`config.mk`:
```
export PLATFORM = sky130hd
export DESIGN_NAME = hs4_sender
export DESIGN_NICKNAME = d
export VERILOG_FILES = /design/src/rtl/hs4_pkg.sv /design/src/rtl/hs4_fifo.sv /design/src/rtl/hs4_sender.sv
export SDC_FILE = /design/constraint.sdc
export NUM_CORES = 1
export LEC_CHECK = 0
export CAP_MARGIN = 10
export CORE_MARGIN = 2
export CORE_UTILIZATION = 48
export DETAILED_ROUTE_END_ITERATION = 8
export GPL_TIMING_DRIVEN = 1
export HOLD_SLACK_MARGIN = 0.15
export PLACE_DENSITY = 0.75
export SETUP_SLACK_MARGIN = 0.02
export SLEW_MARGIN = 20
export SYNTH_ARGS = -nofsm -noshare
export SYNTH_HDL_FRONTEND = slang
export SYNTH_SLANG_ARGS = --single-unit
```
`constraint.sdc`:
```
create_clock -name clk -period 2.1 [get_ports clk]
set_input_delay 0.315 -clock clk [delete_from_list [all_inputs] [get_ports clk]]
set_output_delay 0.315 -clock clk [all_outputs]
set_load 0.01 [all_outputs]
```
`src/rtl/hs4_pkg.sv`:
```
// hs4_pkg: shared definitions for the hs4_sender handshake sender.
//   - default parameter values
//   - 3-bit state encodings (ST_*) and the matching FSM state type
package hs4_pkg;

  localparam int DATA_W_DEF      = 4;
  localparam int DEPTH_DEF       = 4;
  localparam int TIMEOUT_CYC_DEF = 64;

  localparam logic [2:0] ST_IDLE  = 3'd0;
  localparam logic [2:0] ST_SETUP = 3'd1;
  localparam logic [2:0] ST_REQ   = 3'd2;
  localparam logic [2:0] ST_REL   = 3'd3;
  localparam logic [2:0] ST_ERR   = 3'd4;

  typedef enum logic [2:0] {
    S_IDLE  = ST_IDLE,
    S_SETUP = ST_SETUP,
    S_REQ   = ST_REQ,
    S_REL   = ST_REL,
    S_ERR   = ST_ERR
  } state_t;

endpackage

```
`src/rtl/hs4_fifo.sv`:
```
// hs4_fifo: parametrised synchronous FIFO.
// Ports:
//   clk        - clock, rising edge
//   rst        - asynchronous active-low reset (empties the FIFO)
//   push       - write request, ignored while full
//   push_data  - word to write
//   pop        - read request, ignored while empty
//   head       - word at the read pointer (valid while not empty)
//   full       - count == DEPTH
//   empty      - count == 0
//   count      - words currently stored
module hs4_fifo
  import hs4_pkg::*;
#(
  parameter int DATA_W = DATA_W_DEF,
  parameter int DEPTH  = DEPTH_DEF,
  parameter int CNT_W  = $clog2(DEPTH + 1)
) (
  input  logic              clk,
  input  logic              rst,
  input  logic              push,
  input  logic [DATA_W-1:0] push_data,
  input  logic              pop,
  output logic [DATA_W-1:0] head,
  output logic              full,
  output logic              empty,
  output logic [CNT_W-1:0]  count
);

  localparam int PW = $clog2(DEPTH);

  logic [DATA_W-1:0] mem [DEPTH];
  logic [PW-1:0]     wr_ptr_reg;
  logic [PW-1:0]     rd_ptr_reg;
  logic [CNT_W-1:0]  count_reg;
  logic              push_ok;
  logic              pop_ok;

  assign full    = (count_reg == CNT_W'(DEPTH));
  assign empty   = (count_reg == '0);
  assign count   = count_reg;
  assign head    = mem[rd_ptr_reg];
  // No bypass: a full FIFO rejects the write even if a pop frees a slot now.
  assign push_ok = push & ~full;
  assign pop_ok  = pop & ~empty;

  // Storage carries no reset so it maps onto plain RAM.
  always_ff @(posedge clk) begin
    if (push_ok) begin
      mem[wr_ptr_reg] <= push_data;
    end
  end

  always_ff @(posedge clk or negedge rst) begin
    if (!rst) begin
      wr_ptr_reg <= '0;
      rd_ptr_reg <= '0;
      count_reg  <= '0;
    end else begin
      if (push_ok) wr_ptr_reg <= wr_ptr_reg + PW'(1);
      if (pop_ok)  rd_ptr_reg <= rd_ptr_reg + PW'(1);
      case ({push_ok, pop_ok})
        2'b10:   count_reg <= count_reg + CNT_W'(1);
        2'b01:   count_reg <= count_reg - CNT_W'(1);
        default: count_reg <= count_reg;
      endcase
    end
  end

endmodule

```
`src/rtl/hs4_sender.sv`:
```
// hs4_sender: CPU-side sender for a four-phase send/ack handshake.
// Words written on wr_data/wr_valid are buffered in hs4_fifo and pushed out
// one at a time on dados/send. Each ack phase is guarded by a timeout that
// sets a sticky error and discards the word.
// Build option: define HS4_ACK_SYNC_EN to pass ack through a two-flop
// synchroniser (peripheral on an unrelated clock); otherwise ack is used
// directly (peripheral on the same clock).
// Ports:
//   clk, rst     - clock (rising edge), asynchronous active-low reset
//   wr_data      - word to send;   wr_valid - write request
//   wr_ready     - FIFO not full
//   dados, send  - registered data / request to the peripheral
//   ack          - peripheral acknowledge
//   err_clr      - clears timeout_err
//   busy         - FIFO non-empty or FSM not idle
//   timeout_err  - sticky timeout flag
//   fifo_count   - words buffered;  estado - current FSM state
module hs4_sender
  import hs4_pkg::*;
#(
  parameter int DATA_W      = DATA_W_DEF,
  parameter int DEPTH       = DEPTH_DEF,
  parameter int TIMEOUT_CYC = TIMEOUT_CYC_DEF,
  parameter int CNT_W       = $clog2(DEPTH + 1)
) (
  input  logic              clk,
  input  logic              rst,
  input  logic [DATA_W-1:0] wr_data,
  input  logic              wr_valid,
  output logic              wr_ready,
  output logic [DATA_W-1:0] dados,
  output logic              send,
  input  logic              ack,
  input  logic              err_clr,
  output logic              busy,
  output logic              timeout_err,
  output logic [CNT_W-1:0]  fifo_count,
  output logic [2:0]        estado
);

  localparam int            TW     = (TIMEOUT_CYC > 1) ? $clog2(TIMEOUT_CYC) : 1;
  localparam bit            TMO_EN = (TIMEOUT_CYC != 0);
  localparam logic [TW-1:0] T_LAST = TW'((TIMEOUT_CYC > 0) ? TIMEOUT_CYC - 1 : 0);

  state_t            state_reg, state_next;
  logic              send_reg;
  logic [DATA_W-1:0] dados_reg;
  logic [TW-1:0]     tcnt_reg;
  logic              timeout_err_reg;
  logic              ack_s;
  logic              pop;
  logic              expire;
  logic              expire_hit;
  logic [DATA_W-1:0] fifo_head;
  logic              fifo_full;
  logic              fifo_empty;

`ifdef HS4_ACK_SYNC_EN
  logic [1:0] ack_sync_reg;
  always_ff @(posedge clk or negedge rst) begin
    if (!rst) ack_sync_reg <= 2'b00;
    else      ack_sync_reg <= {ack_sync_reg[0], ack};
  end
  assign ack_s = ack_sync_reg[1];
`else
  assign ack_s = ack;
`endif

  hs4_fifo #(
    .DATA_W (DATA_W),
    .DEPTH  (DEPTH),
    .CNT_W  (CNT_W)
  ) u_fifo (
    .clk       (clk),
    .rst       (rst),
    .push      (wr_valid),
    .push_data (wr_data),
    .pop       (pop),
    .head      (fifo_head),
    .full      (fifo_full),
    .empty     (fifo_empty),
    .count     (fifo_count)
  );

  assign expire = TMO_EN && (tcnt_reg == T_LAST);

  // An ack edge seen in the same cycle as expiry takes priority.
  always_comb begin
    state_next = state_reg;
    pop        = 1'b0;
    expire_hit = 1'b0;
    case (state_reg)
      S_IDLE: begin
        // A stale ack keeps the word queued until the peripheral releases.
        if (!fifo_empty && !ack_s) begin
          pop        = 1'b1;
          state_next = S_SETUP;
        end
      end
      S_SETUP: state_next = S_REQ;
      S_REQ: begin
        if (ack_s) begin
          state_next = S_REL;
        end else if (expire) begin
          state_next = S_ERR;
          expire_hit = 1'b1;
        end
      end
      S_REL: begin
        if (!ack_s) begin
          state_next = S_IDLE;
        end else if (expire) begin
          state_next = S_ERR;
          expire_hit = 1'b1;
        end
      end
      S_ERR: begin
        if (!ack_s) state_next = S_IDLE;
      end
      default: state_next = S_IDLE;
    endcase
  end

  always_ff @(posedge clk or negedge rst) begin
    if (!rst) begin
      state_reg       <= S_IDLE;
      send_reg        <= 1'b0;
      dados_reg       <= '0;
      tcnt_reg        <= '0;
      timeout_err_reg <= 1'b0;
    end else begin
      state_reg <= state_next;
      send_reg  <= (state_next == S_REQ);
      if (pop) dados_reg <= fifo_head;
      // Restart the phase timer on every entry to REQ or REL.
      if ((state_next == S_REQ && state_reg != S_REQ) ||
          (state_next == S_REL && state_reg != S_REL)) begin
        tcnt_reg <= '0;
      end else if (state_reg == S_REQ || state_reg == S_REL) begin
        tcnt_reg <= tcnt_reg + TW'(1);
      end
      // A new expiry beats a simultaneous clear.
      timeout_err_reg <= expire_hit | (timeout_err_reg & ~err_clr);
    end
  end

  assign wr_ready    = ~fifo_full;
  assign dados       = dados_reg;
  assign send        = send_reg;
  assign timeout_err = timeout_err_reg;
  assign estado      = state_reg;
  assign busy        = ~fifo_empty | (state_reg != S_IDLE);

endmodule

```
== After elaboration in Yosys (flattened, before gate mapping) ==
Memories as Yosys holds them, arrays and structs flattened. A register that Yosys moved wholly into a read port is not among the register bits.
Index checks and enable logic that the tools add are counted.
Widths: inputs -> output; s select.

* Add/sub/neg operators: 5
* Eq/ne operators: 12
* Multiplexer cells: 17
* Bitwise logic cells: 8
* Reductions and logical operators: 13

{| class="wikitable"
|+ Operators with widths
! kind !! count
|-
| $mux 3 || 5
|-
| $pmux 3 s5 || 1
|-
| $eq 3x2->1 const B || 4
|-
| $mux 6 || 2
|-
| $mux 1 || 7
|-
| $add 6x1->6 const B || 1
|-
| $eq 3x3->1 const B || 2
|-
| $eq 6x6->1 const B || 1
|-
| $logic_not 3->1 || 2
|-
| $ne 3x2->1 const B || 2
|-
| $pmux 3 s2 || 1
|-
| $add 2x1->2 const B || 2
|-
| $reduce_bool 2->1 || 2
|-
| $add 3x1->3 const B || 1
|-
| $and 1x1->1 || 3
|-
| $eq 3x1->1 const B || 1
|-
| $logic_and 1x1->1 || 3
|-
| $logic_not 1->1 || 3
|-
| $not 1->1 || 3
|-
| $reduce_bool 3->1 || 1
|-
| $sub 3x1->3 const B || 1
|-
| $eq 2x1->1 const B || 1
|-
| $eq 2x2->1 const B || 1
|-
| $logic_or 1x1->1 || 2
|-
| other kinds (2) || 3
|}

* Bits in registers: 18
* Bits in writable memories: 16
* Input port bits: 9
* Output and inout bits: 14
* Logic and storage cells: 63
* Memories kept: 1

{| class="wikitable"
|+ Memory list
! memory !! depth !! bits a word !! read ports !! clocked after Yosys merged registers in !! wr ports !! line !! RTL
|-
| u_fifo.mem || 4 || 4 || 1 || 1 || 1 || hs4_fifo.sv:32 || <nowiki>logic [DATA_W-1:0] mem [DEPTH];</nowiki>
|}

== Depth between registers and ports, before layout ==
* Word-level depth: 9
* Depth in mapped cells: 10
* Mapped depth without buffers: 9

== Hierarchy ==
From an unflattened synthesis, not the netlist that was laid out.

* Cells, all modules: 128
* Area, all modules: 1755.4 um^2

{| class="wikitable"
|+ Modules (own cells, without submodules)
! module !! times used !! cells each !! area each (um^2) !! sequential area each (um^2)
|-
| hs4_fifo || 1 || 58 || 1017.2 || 655.6
|-
| hs4_sender || 1 || 70 || 738.2 || 375.4
|}

== Least setup slack after synthesis ==
No wires, ideal clock.

* Kind: register to register
* Start point: reg u_fifo.count_reg[0], in the netlist u_fifo.count[0]
* End point: reg u_fifo.count_reg[2], in the netlist u_fifo.count[2]
* Library setup time: 0.079 ns
* Data arrival time: 2.111 ns
* Data required time: 2.021 ns
* Path slack: -0.090 ns
* Cell stages (with the launch flop): 10
* Path buffers: 0
* Clock period less this slack: 2.190 ns
* Cells stage by stage: dfrtp_1 or3b_1 and2_4 inv_1 ha_1 inv_1 fa_1 xor2_1 nor2_1 xor2_1

* Elaborated cells between the ends (all ways): 16
* Classes of those cells: add/sub: 2; eq/ne: 3; mux: 3; bitwise: 4; reduce/logical: 4

{| class="wikitable"
|+ RTL lines
! what !! line !! RTL
|-
| start, declared || hs4_fifo.sv:35 || <nowiki>logic [CNT_W-1:0] count_reg;</nowiki>
|-
| start signal, assigned || hs4_fifo.sv:63 || <nowiki>2'b10: count_reg <= count_reg + CNT_W'(1);</nowiki>
|-
| start signal, assigned || hs4_fifo.sv:64 || <nowiki>2'b01: count_reg <= count_reg - CNT_W'(1);</nowiki>
|-
| start signal, assigned || hs4_fifo.sv:65 || <nowiki>default: count_reg <= count_reg;</nowiki>
|-
| $eq 3x3->1 (*) || hs4_fifo.sv:39 || <nowiki>assign full = (count_reg == CNT_W'(DEPTH));</nowiki>
|-
| $not 1->1 (*) || -- ||
|-
| via wr_ready || hs4_sender.sv:30 || <nowiki>output logic wr_ready,</nowiki>
|-
| $and 1x1->1 (*) || hs4_fifo.sv:44 || <nowiki>assign push_ok = push & ~full;</nowiki>
|-
| $eq 2x1->1 / $eq 2x2->1 (equally long branches) || hs4_fifo.sv:62 || <nowiki>case ({push_ok, pop_ok})</nowiki>
|-
| $pmux 3 s2 / $reduce_bool 2->1 (equally long branches) || -- ||
|}

The timed path passes the listed nets; every way through them passes the cells marked *.
A chain may end at the register's enable or synchronous reset.

== Worst setup path in the final report ==
* Start point: reg u_fifo.count_reg[1], in the netlist u_fifo.count[1]
* End point: out busy

* Cells in the longest elaborated chain, start to end: 3

{| class="wikitable"
|+ RTL lines
! what !! line !! RTL
|-
| $logic_not 3->1 || hs4_fifo.sv:40 || <nowiki>assign empty = (count_reg == '0);</nowiki>
|-
| $not 1->1 || hs4_sender.sv:152 || <nowiki>assign busy = ~fifo_empty | (state_reg != S_IDLE);</nowiki>
|-
| $or 1x1->1 || hs4_sender.sv:152 ||
|-
| end, declared || hs4_sender.sv:35 || <nowiki>output logic busy,</nowiki>
|}

Every way passes these cells.

==> out/qor.csv <==
metric;value;unit
antenna_cells;0;
routabilityCongestion;0.804;
grt_overflow;0;
synth-seq-cells;38;
ys_top_cells_by_count;dfrtp_1 (22), edfxtp_1 (16), inv_1 (9);
worstMarginPinSlew;518;ps
areaGrowthSynthToFinish;27.2;%
finalClockSkew;7.92;ps
grtUsageTotal;0.173;
io_buffers;22;
synth-compound-area-share;0.0554;
die_w;64.2;um
fin_cells;210;
ys_types;37;
power.density;1360;nW/um2
drv_cap;0;
die_area;4120;um2
hold_slack;320;ps
drive_above_1_share;0.256;
dpl.hpwl;2230;um
synth_ff_type;dfrtp_1;
synth_fa_ha_area_frac;0.0546;
slew-limit-headroom;0.655;
post-route-period-util;0.980;
hold_class;in -> async;
root_buffer;clkbuf_4;
clk_latency;340;ps
synth_top_family_by_area;simple AND/OR/NAND/NOR gates;
r2r_cells;9;
grt_pass1_vias;1154;
critPathLaunchType;flop;
ant_nets;0;
cp.depth;4;
grt_start_max_net_pins;23;
ctsHtreeMaxLevel;2;
crit_buf_inv;2;
synthMuxAreaShare;0.0956;
dp_cells;199;
ir_drop;742;uV
max_freq;486;MHz
path_cells;buf_6, or3_4, or4_1, buf_2;
clock-sinks;38;
drt_iter0_drc;49;
die_y;64.2;um
antenna_found_initial;0;
synth-xor-area-share;0.0453;
slew_violations;0;
rsz0062_at_grt;yes;
wl;3180;um
core;3420;um2
firstDrtPassIters;4;
hold_viol_final;0;
status;complete, no violations;
ys_warn_count;0;
cts_tree;done;
cp_top_family;simple AND/OR/NAND/NOR gates;
core.rowCount;21;
avgSynthCellArea;13.9;um2
cp_slowest_cell;dfrtp_1;
syn-num-nets;141;
cp.required;1780;ps
setup_violations;0;
netlist_instances;125;
synth_area;1740;um2
largest_reg_flops;16;
synth_simple_gate_area_share;0.121;
cpPeakStageDelay;410;ps
crit_type;reg -> out;
yosysMostFrequentCell;dfrtp_1;
crit_fanout;2;
synth_edf_count;16;
ys_top_cells_by_area;dfrtp_1 (32%), edfxtp_1 (28%), mux4_2 (5.2%);
cts_buffer_depth;2;
post_drt_wl_per_cell;15.1;um
path_clk_slew;110;ps
route.detailed.drc;0;
power_leakage;0.897;nW
period_minus_slack;2060;ps
start_util;0.510;
critPathCaptureType;primary output;
io_pins;23;
ctsHoldBuffers;0;
fillerInstances;263;
cp.arrival;1740;ps
dr_total_vias;1121;
synth_top_area_share;0.316;
synth_top_area_cell;dfrtp_1;
synthArstFlopShare;0.579;
fin_nets;179;
synth-seq-area-share;0.592;
viasPerCell;5.34;
grt_pass1_wl;5290;um
cts_buffers;5;
-- worst reg2reg max path, cell delays in order (launching register included) --
cell     delay, ps
dfrtp_1        410
or3b_4         410
and2_4         160
inv_2           60
ha_4           130
inv_2           40
fa_2           330
xor2_1         150
nor2_1         110
xor2_1         170
-- cell families (layout without fill, tap and decap cells) --
kind of cell,count (synthesis),in the layout
DFF,38,38
and+or+nand+nor,33,33
buffers and inverters,12,51
AOI/OAI and AO/OA,15,15
adders and majority gates,7,7
xor gates and xnor gates,9,9
muxes,11,11
-- timing repair --
action	4_1_cts	5_1_grt
resized for setup	5	6
pin swaps	0	2
endpoints found under the setup margin	3	3
setup buffers	2	1
-- report_power, final --
| part | total (mW) | leakage, nW | internal, mW | switching [mW] |
|---|---|---|---|---|
| logic | 1.17 | 0.418 | 0.659 | 0.513 |
| clock network | 0.641 | 0.0585 | 0.403 | 0.238 |
| registers | 1.20 | 0.420 | 1.01 | 0.186 |
-- final timing paths --
check | start | slack, ps | end
min in group clk | timeout_err | 510 | timeout_err
max in group asynchronous | rst | 1550 | u_fifo.wr_ptr_reg[0]
worst min register to register | timeout_err | 510 | timeout_err
worst max register to register | u_fifo.count[1] | 60 | u_fifo.count[2]
worst min-delay path | rst | 320 | u_fifo.count[2]
worst max-delay path | u_fifo.count[1] | 40 | busy
-- metrics by stage --
stage	setup WS, ps	utilization	area, um2	setup TNS (ps)	total power [mW]
after floorplan	29.6	-	1750	0	1.86
after global placement	-7.47	0.605	2070	-7.47	2.25
after detailed placement	-50.3	0.605	2070	-50.3	2.31
after CTS	31.6	0.640	2190	0	2.98
after global routing	-46.0	0.648	2210	-56.8	3.21
final	41.3	0.648	2210	0	3.01
-- routing by layer --
layer	part of all wire	track usage	routed length (um)	up-vias
li1	-	-	-	533
met1	0.42	0.208	1330	546
met2	0.51	0.281	1640	36
met3	0.053	0.0669	168	6
met4	0.014	0.0665	46	0
met5	0	0	0	-
-- cell type report --
| cell class | count | area, um2 | share of cell area |
|---|---|---|---|
| Sequential cell | 38 | 1030 | 0.466 |
| Multi-Input combinational cell | 75 | 673 | 0.304 |
| Timing Repair Buffer | 34 | 308 | 0.139 |
| Clock inverter | 2 | 60.1 | 0.0271 |
| Tap cell | 46 | 57.6 | 0.0260 |
| Clock buffer | 6 | 51.3 | 0.0232 |
| Inverter | 9 | 33.8 | 0.0153 |
-- cell usage in the layout (no fill, tap or decap), types with 2 or more instances in the layout --
cell             instances
edfxtp_1                16
clkbuf_4                 5
or3_1                    2
o211ai_1                 2
a21oi_1                  5
xnor2_1                  4
nand3b_1                 2
o21ai_0                  3
nand2b_1                 2
mux2i_1                  2
mux2_2                   5
nor2_1                   5
mux4_2                   4
nand4_1                  2
and3_1                   4
dfrtp_1                 22
inv_2                    2
nand2_1                  2
bufinv_16                2
buf_4                   11
ha_1                     5
inv_1                    7
nand3_1                  3
clkdlybuf4s50_1         20
xor2_1                   5
No activity file was read; power rests on OpenSTA's default activity.
